**src/rtl/uart_rx_deserializer.sv**
```systemverilog
// 8N1 serial receiver: synchronizes rxd, samples mid-bit using a latched clocks-per-bit divisor.
// Strobes valid/err SYNC_STAGES+1+(div>>1)+DATA_WIDTH*div+div cycles after the start edge; no backpressure.
module uart_rx_deserializer #(
   parameter int DATA_WIDTH  = 8,
   parameter int SYNC_STAGES = 2,
   parameter int DIV_WIDTH   = 32
) (
   input  logic                  clk,
   input  logic                  rst,
   input  logic                  rxd,
   input  logic [DIV_WIDTH-1:0]  uart_divide,
   output logic [DATA_WIDTH-1:0] uart_rx_data,
   output logic                  uart_rx_valid,
   output logic                  uart_rx_err,
   output logic                  active
);

   localparam int IDX_W = (DATA_WIDTH > 1) ? $clog2(DATA_WIDTH) : 1;
   localparam logic [IDX_W-1:0]     LAST_IDX = IDX_W'(DATA_WIDTH - 1);
   localparam logic [IDX_W-1:0]     IDX_ONE  = IDX_W'(1);
   localparam logic [DIV_WIDTH-1:0] MIN_DIV  = DIV_WIDTH'(4);
   localparam logic [DIV_WIDTH-1:0] ONE      = DIV_WIDTH'(1);

   typedef enum logic [2:0] {
      IDLE,
      START,
      DATA,
      STOP,
      BRK
   } state_t;

   state_t                  state;
   logic [SYNC_STAGES-1:0]  sync;
   logic                    rxs;
   logic                    rxs_d;
   logic [DIV_WIDTH-1:0]    div_in;
   logic [DIV_WIDTH-1:0]    div_q;
   logic [DIV_WIDTH-1:0]    cnt;
   logic [IDX_W-1:0]        bit_idx;
   logic [DATA_WIDTH-1:0]   shreg;

   assign rxs    = sync[SYNC_STAGES-1];
   // Very small divisors would leave no room for a mid-bit sample.
   assign div_in = (uart_divide < MIN_DIV) ? MIN_DIV : uart_divide;

   always_ff @(posedge clk) begin
      if (rst) begin
         state         <= IDLE;
         sync          <= '1;
         rxs_d         <= 1'b1;
         div_q         <= '0;
         cnt           <= '0;
         bit_idx       <= '0;
         shreg         <= '0;
         uart_rx_data  <= '0;
         uart_rx_valid <= 1'b0;
         uart_rx_err   <= 1'b0;
         active        <= 1'b0;
      end else begin
         sync          <= {sync[SYNC_STAGES-2:0], rxd};
         rxs_d         <= rxs;
         uart_rx_valid <= 1'b0;
         uart_rx_err   <= 1'b0;

         case (state)
            IDLE: begin
               if (rxs_d && !rxs) begin
                  state  <= START;
                  active <= 1'b1;
                  div_q  <= div_in;
                  cnt    <= (div_in >> 1) - ONE;
               end
            end

            START: begin
               if (cnt != '0) begin
                  cnt <= cnt - ONE;
               end else if (!rxs) begin
                  state   <= DATA;
                  cnt     <= div_q - ONE;
                  bit_idx <= '0;
               end else begin
                  state  <= IDLE;
                  active <= 1'b0;
               end
            end

            DATA: begin
               if (cnt != '0) begin
                  cnt <= cnt - ONE;
               end else begin
                  shreg[bit_idx] <= rxs;
                  cnt            <= div_q - ONE;
                  if (bit_idx == LAST_IDX) begin
                     state <= STOP;
                  end else begin
                     bit_idx <= bit_idx + IDX_ONE;
                  end
               end
            end

            STOP: begin
               if (cnt != '0) begin
                  cnt <= cnt - ONE;
               end else if (rxs) begin
                  uart_rx_valid <= 1'b1;
                  uart_rx_data  <= shreg;
                  state         <= IDLE;
                  active        <= 1'b0;
               end else begin
                  // Stays in BRK so a held-low line reports only one error.
                  uart_rx_err <= 1'b1;
                  state       <= BRK;
               end
            end

            BRK: begin
               if (rxs) begin
                  state  <= IDLE;
                  active <= 1'b0;
               end
            end

            default: begin
               state  <= IDLE;
               active <= 1'b0;
            end
         endcase
      end
   end

endmodule
```
**config.mk**
```make
export PLATFORM = sky130hd
export DESIGN_NAME = uart_rx_deserializer
export DESIGN_NICKNAME = d
export VERILOG_FILES = /design/src/rtl/uart_rx_deserializer.sv
export SDC_FILE = /design/constraint.sdc
export NUM_CORES = 1
export LEC_CHECK = 0
export CORE_MARGIN = 1
export CORE_UTILIZATION = 41
export CTS_CLUSTER_DIAMETER = 200
export CTS_CLUSTER_SIZE = 14
export DETAILED_ROUTE_END_ITERATION = 16
export GPL_ROUTABILITY_DRIVEN = 0
export GPL_TIMING_DRIVEN = 1
export PLACE_DENSITY_LB_ADDON = 0.2
export SLEW_MARGIN = 10
export SYNTH_ARGS = -nofsm -noshare
export SYNTH_HDL_FRONTEND = slang
export SYNTH_SLANG_ARGS = --single-unit
```
**constraint.sdc**
```tcl
create_clock -name clk -period 4.4 [get_ports clk]
set_clock_uncertainty 0.15 [all_clocks]
set_input_delay 0.88 -clock clk [delete_from_list [all_inputs] [get_ports clk]]
set_output_delay 0.88 -clock clk [all_outputs]
set_load 0.02 [all_outputs]
```
==> flow_metrics.env <==
export IMPL_worstSetupEndpointType="flip-flop"
export IMPL_dpl_instance_area_um2=6730
export IMPL_cts_htree_levels=3
export IMPL_ant_nets=0
export IMPL_slew_headroom=0.488
export IMPL_yosys_cell_types_count=63
export IMPL_max_cap_violations=0
export IMPL_post_cts_resized=0
export IMPL_post_cts_buffers=0
export IMPL_use_met2=0.417
export IMPL_slew_violations=0
export IMPL_fmax_ghz=0.240
export IMPL_ys_flop_type="dfxtp_1"
export IMPL_syn_to_final_growth_pct=22.0
export IMPL_period_share=0.947
export IMPL_synthArstFlopShare=0
export IMPL_cts_num_sinks=92
export IMPL_portBuffers=45
export IMPL_slowest_stage="clkdlybuf4s50_1"
export IMPL_worstSkewPairLatency_ns=0.36
export IMPL_synth_area_leaders="dfxtp_1 (32%), nand2_1 (8.6%), a21oi_1 (6.9%)"
export IMPL_ys_ff_latch=92
export IMPL_seq_area_um2=1840
export IMPL_fin_area_um2=7110
export IMPL_rsz0062_at_grt="false"
export IMPL_fp_dieH_um=121
export IMPL_cts_root_buf="clkbuf_16"
export IMPL_status="finished clean"
export IMPL_grt_pass1_wl_um=29900
export IMPL_antennaDiodeCount=0
export IMPL_die_area_um2=14700
export IMPL_die_x_um=121
export IMPL_drc=0
export IMPL_path_buf_inv=3
export IMPL_cts_clk_slew_worst_paths_ns=0.07
export IMPL_ir_drop_uv=279
export IMPL_use_met3=0.0724
export IMPL_synth_area_um2=5830
export IMPL_layout_drive_gt1_share=0.106
export IMPL_ys_warn_count=0
export IMPL_overflow=0
export IMPL_crit_path_start_kind="input port"
export IMPL_antenna_found_initial=0
export IMPL_cts_made_buffers=9
export IMPL_syn_nets=828
export IMPL_syn_area_per_cell_um2=7.39
export IMPL_power_density_nw_per_um2=425
export IMPL_fin_crit_ns=4.17
export IMPL_drtIter0Drc=585
export IMPL_firstDrtPassIters=6
export IMPL_clockBufferDepth=2
export IMPL_path_cells="clkdlybuf4s50_1, nor4_1, buf_4, and4_1, nand2_1, or4_1, nand2_1, ha_1, nor4b_1, nand4_1, buf_4, nor4_1, xnor2_1, nand2_1, a32oi_1, a21oi_1"
export IMPL_fin_setup_tns_ns=0
export IMPL_multiInputGateArea_um2=3770
export IMPL_cts_tree="built"
export IMPL_wl_per_cell_um=17.8
export IMPL_synth_seq_area_share=0.316
export IMPL_crit_arrival_ns=4.25
export IMPL_coreArea_um2=13900
export IMPL_filler_cell_count=1387
export IMPL_cp_required_ns=4.48
export IMPL_synth_edf_count=0
export IMPL_track_usage=0.262
export IMPL_yosys_area_top_type="dfxtp_1"
export IMPL_grt_max_degree=42
export IMPL_initial_utilization=0.420
export IMPL_p_leak_nw=2.65
export IMPL_grt_pass1_vias=5831
export IMPL_hp_class="reg2reg"
export IMPL_routed_via_count=6187
export IMPL_hold_viol=0
export IMPL_setup_viol=0
export IMPL_hpwl_um=13500
export IMPL_vias_per_cell=5.95
export IMPL_netlist_instances=788
export IMPL_path_class="in2reg"
export IMPL_crit_top_cell="nand2_1"
export IMPL_final_nets=895
export IMPL_synth_top_area_frac=0.316
export IMPL_num_io_pins=46
export IMPL_worst_slew_pin_slew_ns=0.763
export IMPL_ctsHoldBuffers=0
export IMPL_cp_slowest_stage_delay_ns=0.44
export IMPL_placementRows=43
export IMPL_met1_usage=0.346
export IMPL_cp_top_family="simple AND/OR/NAND/NOR gates"
export IMPL_rrSetupSlack_ns=1.09
export IMPL_routed_wl_um=18500
export IMPL_worst_path_max_fanout=6
export IMPL_busiest_layer="met2"
-- cells by family after synthesis --
family | Yosys count | synth area share
AND/OR/NAND/NOR | 369 | 0.318
multiplexers | 12 | 0.0206
AO/OA/AOI/OAI | 188 | 0.193
adder cells (fa/ha/maj) | 6 | 0.0127
flip-flops | 92 | 0.316
buffers and inverters | 54 | 0.0380
XOR/XNOR | 67 | 0.101
-- sequential cells by signal, summed over array words and instances (netlist names) --
name / count
shreg: 8
sync: 2
cnt: 32
state: 3
rxs_d: 1
uart_rx_valid: 1
bit_idx: 3
uart_rx_data: 8
uart_rx_err: 1
div_q: 32
active: 1
-- report_power, final --
| group | switching [mW] | leakage [nW] | internal [mW] |
|---|---|---|---|
| combinational | 0.646 | 1.73 | 0.393 |
| sequential | 0.0959 | 0.749 | 0.901 |
| clock | 0.365 | 0.178 | 0.618 |
| total | 1.11 | 2.65 | 1.91 |
-- synth_stat cells (3+ instances only) --
cell type,instances
or2_2,5
o21ai_1,4
nor3b_1,4
o32ai_1,5
a31oi_1,7
a21oi_1,80
buf_2,3
nor2b_1,4
xnor2_1,33
o22ai_1,10
mux2i_1,12
clkbuf_1,37
nor4_1,27
ha_1,5
or3_1,13
a221oi_1,3
or4_1,14
and3_1,5
nor3_1,39
nand2_1,134
nor4b_1,4
nand3_1,22
nand2b_1,5
o41ai_1,3
xor2_1,34
nor4_4,4
dfxtp_1,92
a22oi_1,5
o21ai_0,38
and2_1,5
inv_1,10
o211ai_1,6
a211oi_1,7
or4_4,3
nor2_1,68
nand4_1,4
-- through the flow --
| step | power, mW | utilization | hold WS (ns) | worst slack (ns) | cells |
|---|---|---|---|---|---|
| 2_1_floorplan | 1.71 | - | 0.239 | 0.552 | 788 |
| 3_5_place_dp | 2.02 | 0.485 | 0.274 | -0.0420 | 1024 |
| 5_1_grt | 3.16 | 0.512 | 0.304 | 0.00815 | 1040 |
| 4_1_cts | 3.00 | 0.512 | 0.282 | 0.261 | 1040 |
| 6_report | 3.02 | 0.512 | 0.275 | 0.233 | 1040 |
| 3_3_place_gp | 2.00 | 0.485 | 0.256 | 0.00105 | 1024 |
-- area by class of cell --
type,count,area share
flip-flops and latches,92,0.259
multi-input cells,642,0.531
clock inverters,7,0.0208
well taps,180,0.0317
inverters,11,0.00581
repair buffers,99,0.120
clock buffers,9,0.0317
-- worst paths after layout --
check,start,endpoint,cells after the start
max,uart_divide[25],cnt[28],16
min reg2reg,sync[0],sync[1],1
min,sync[0],sync[1],1
max reg2reg,cnt[7],cnt[22],7
-- metal layers --
layer | wire length [um] | up-vias | part of all wire
li1 | - | 2984 | -
met1 | 8140 | 2933 | 0.44
met2 | 8450 | 247 | 0.46
met3 | 1680 | 23 | 0.091
met4 | 277 | 0 | 0.015
met5 | 0 | - | 0
-- cell usage in the layout, fill, tap and decap left out, types with 10 or more instances in the layout --
master / Yosys / final
xnor2_1: 33 / 33
a21oi_1: 80 / 80
mux2i_1: 12 / 12
o21ai_0: 38 / 38
nor4_1: 27 / 27
nand2_1: 134 / 134
nand3_1: 22 / 22
clkdlybuf4s50_1: 0 / 44
buf_4: 2 / 54
nor2_1: 68 / 67
or3_1: 13 / 13
nor3_1: 39 / 38
xor2_1: 34 / 34
dfxtp_1: 92 / 92
inv_1: 10 / 10
or4_1: 14 / 14
o22ai_1: 10 / 10
Note: power is estimated with default switching activity, not from simulation.
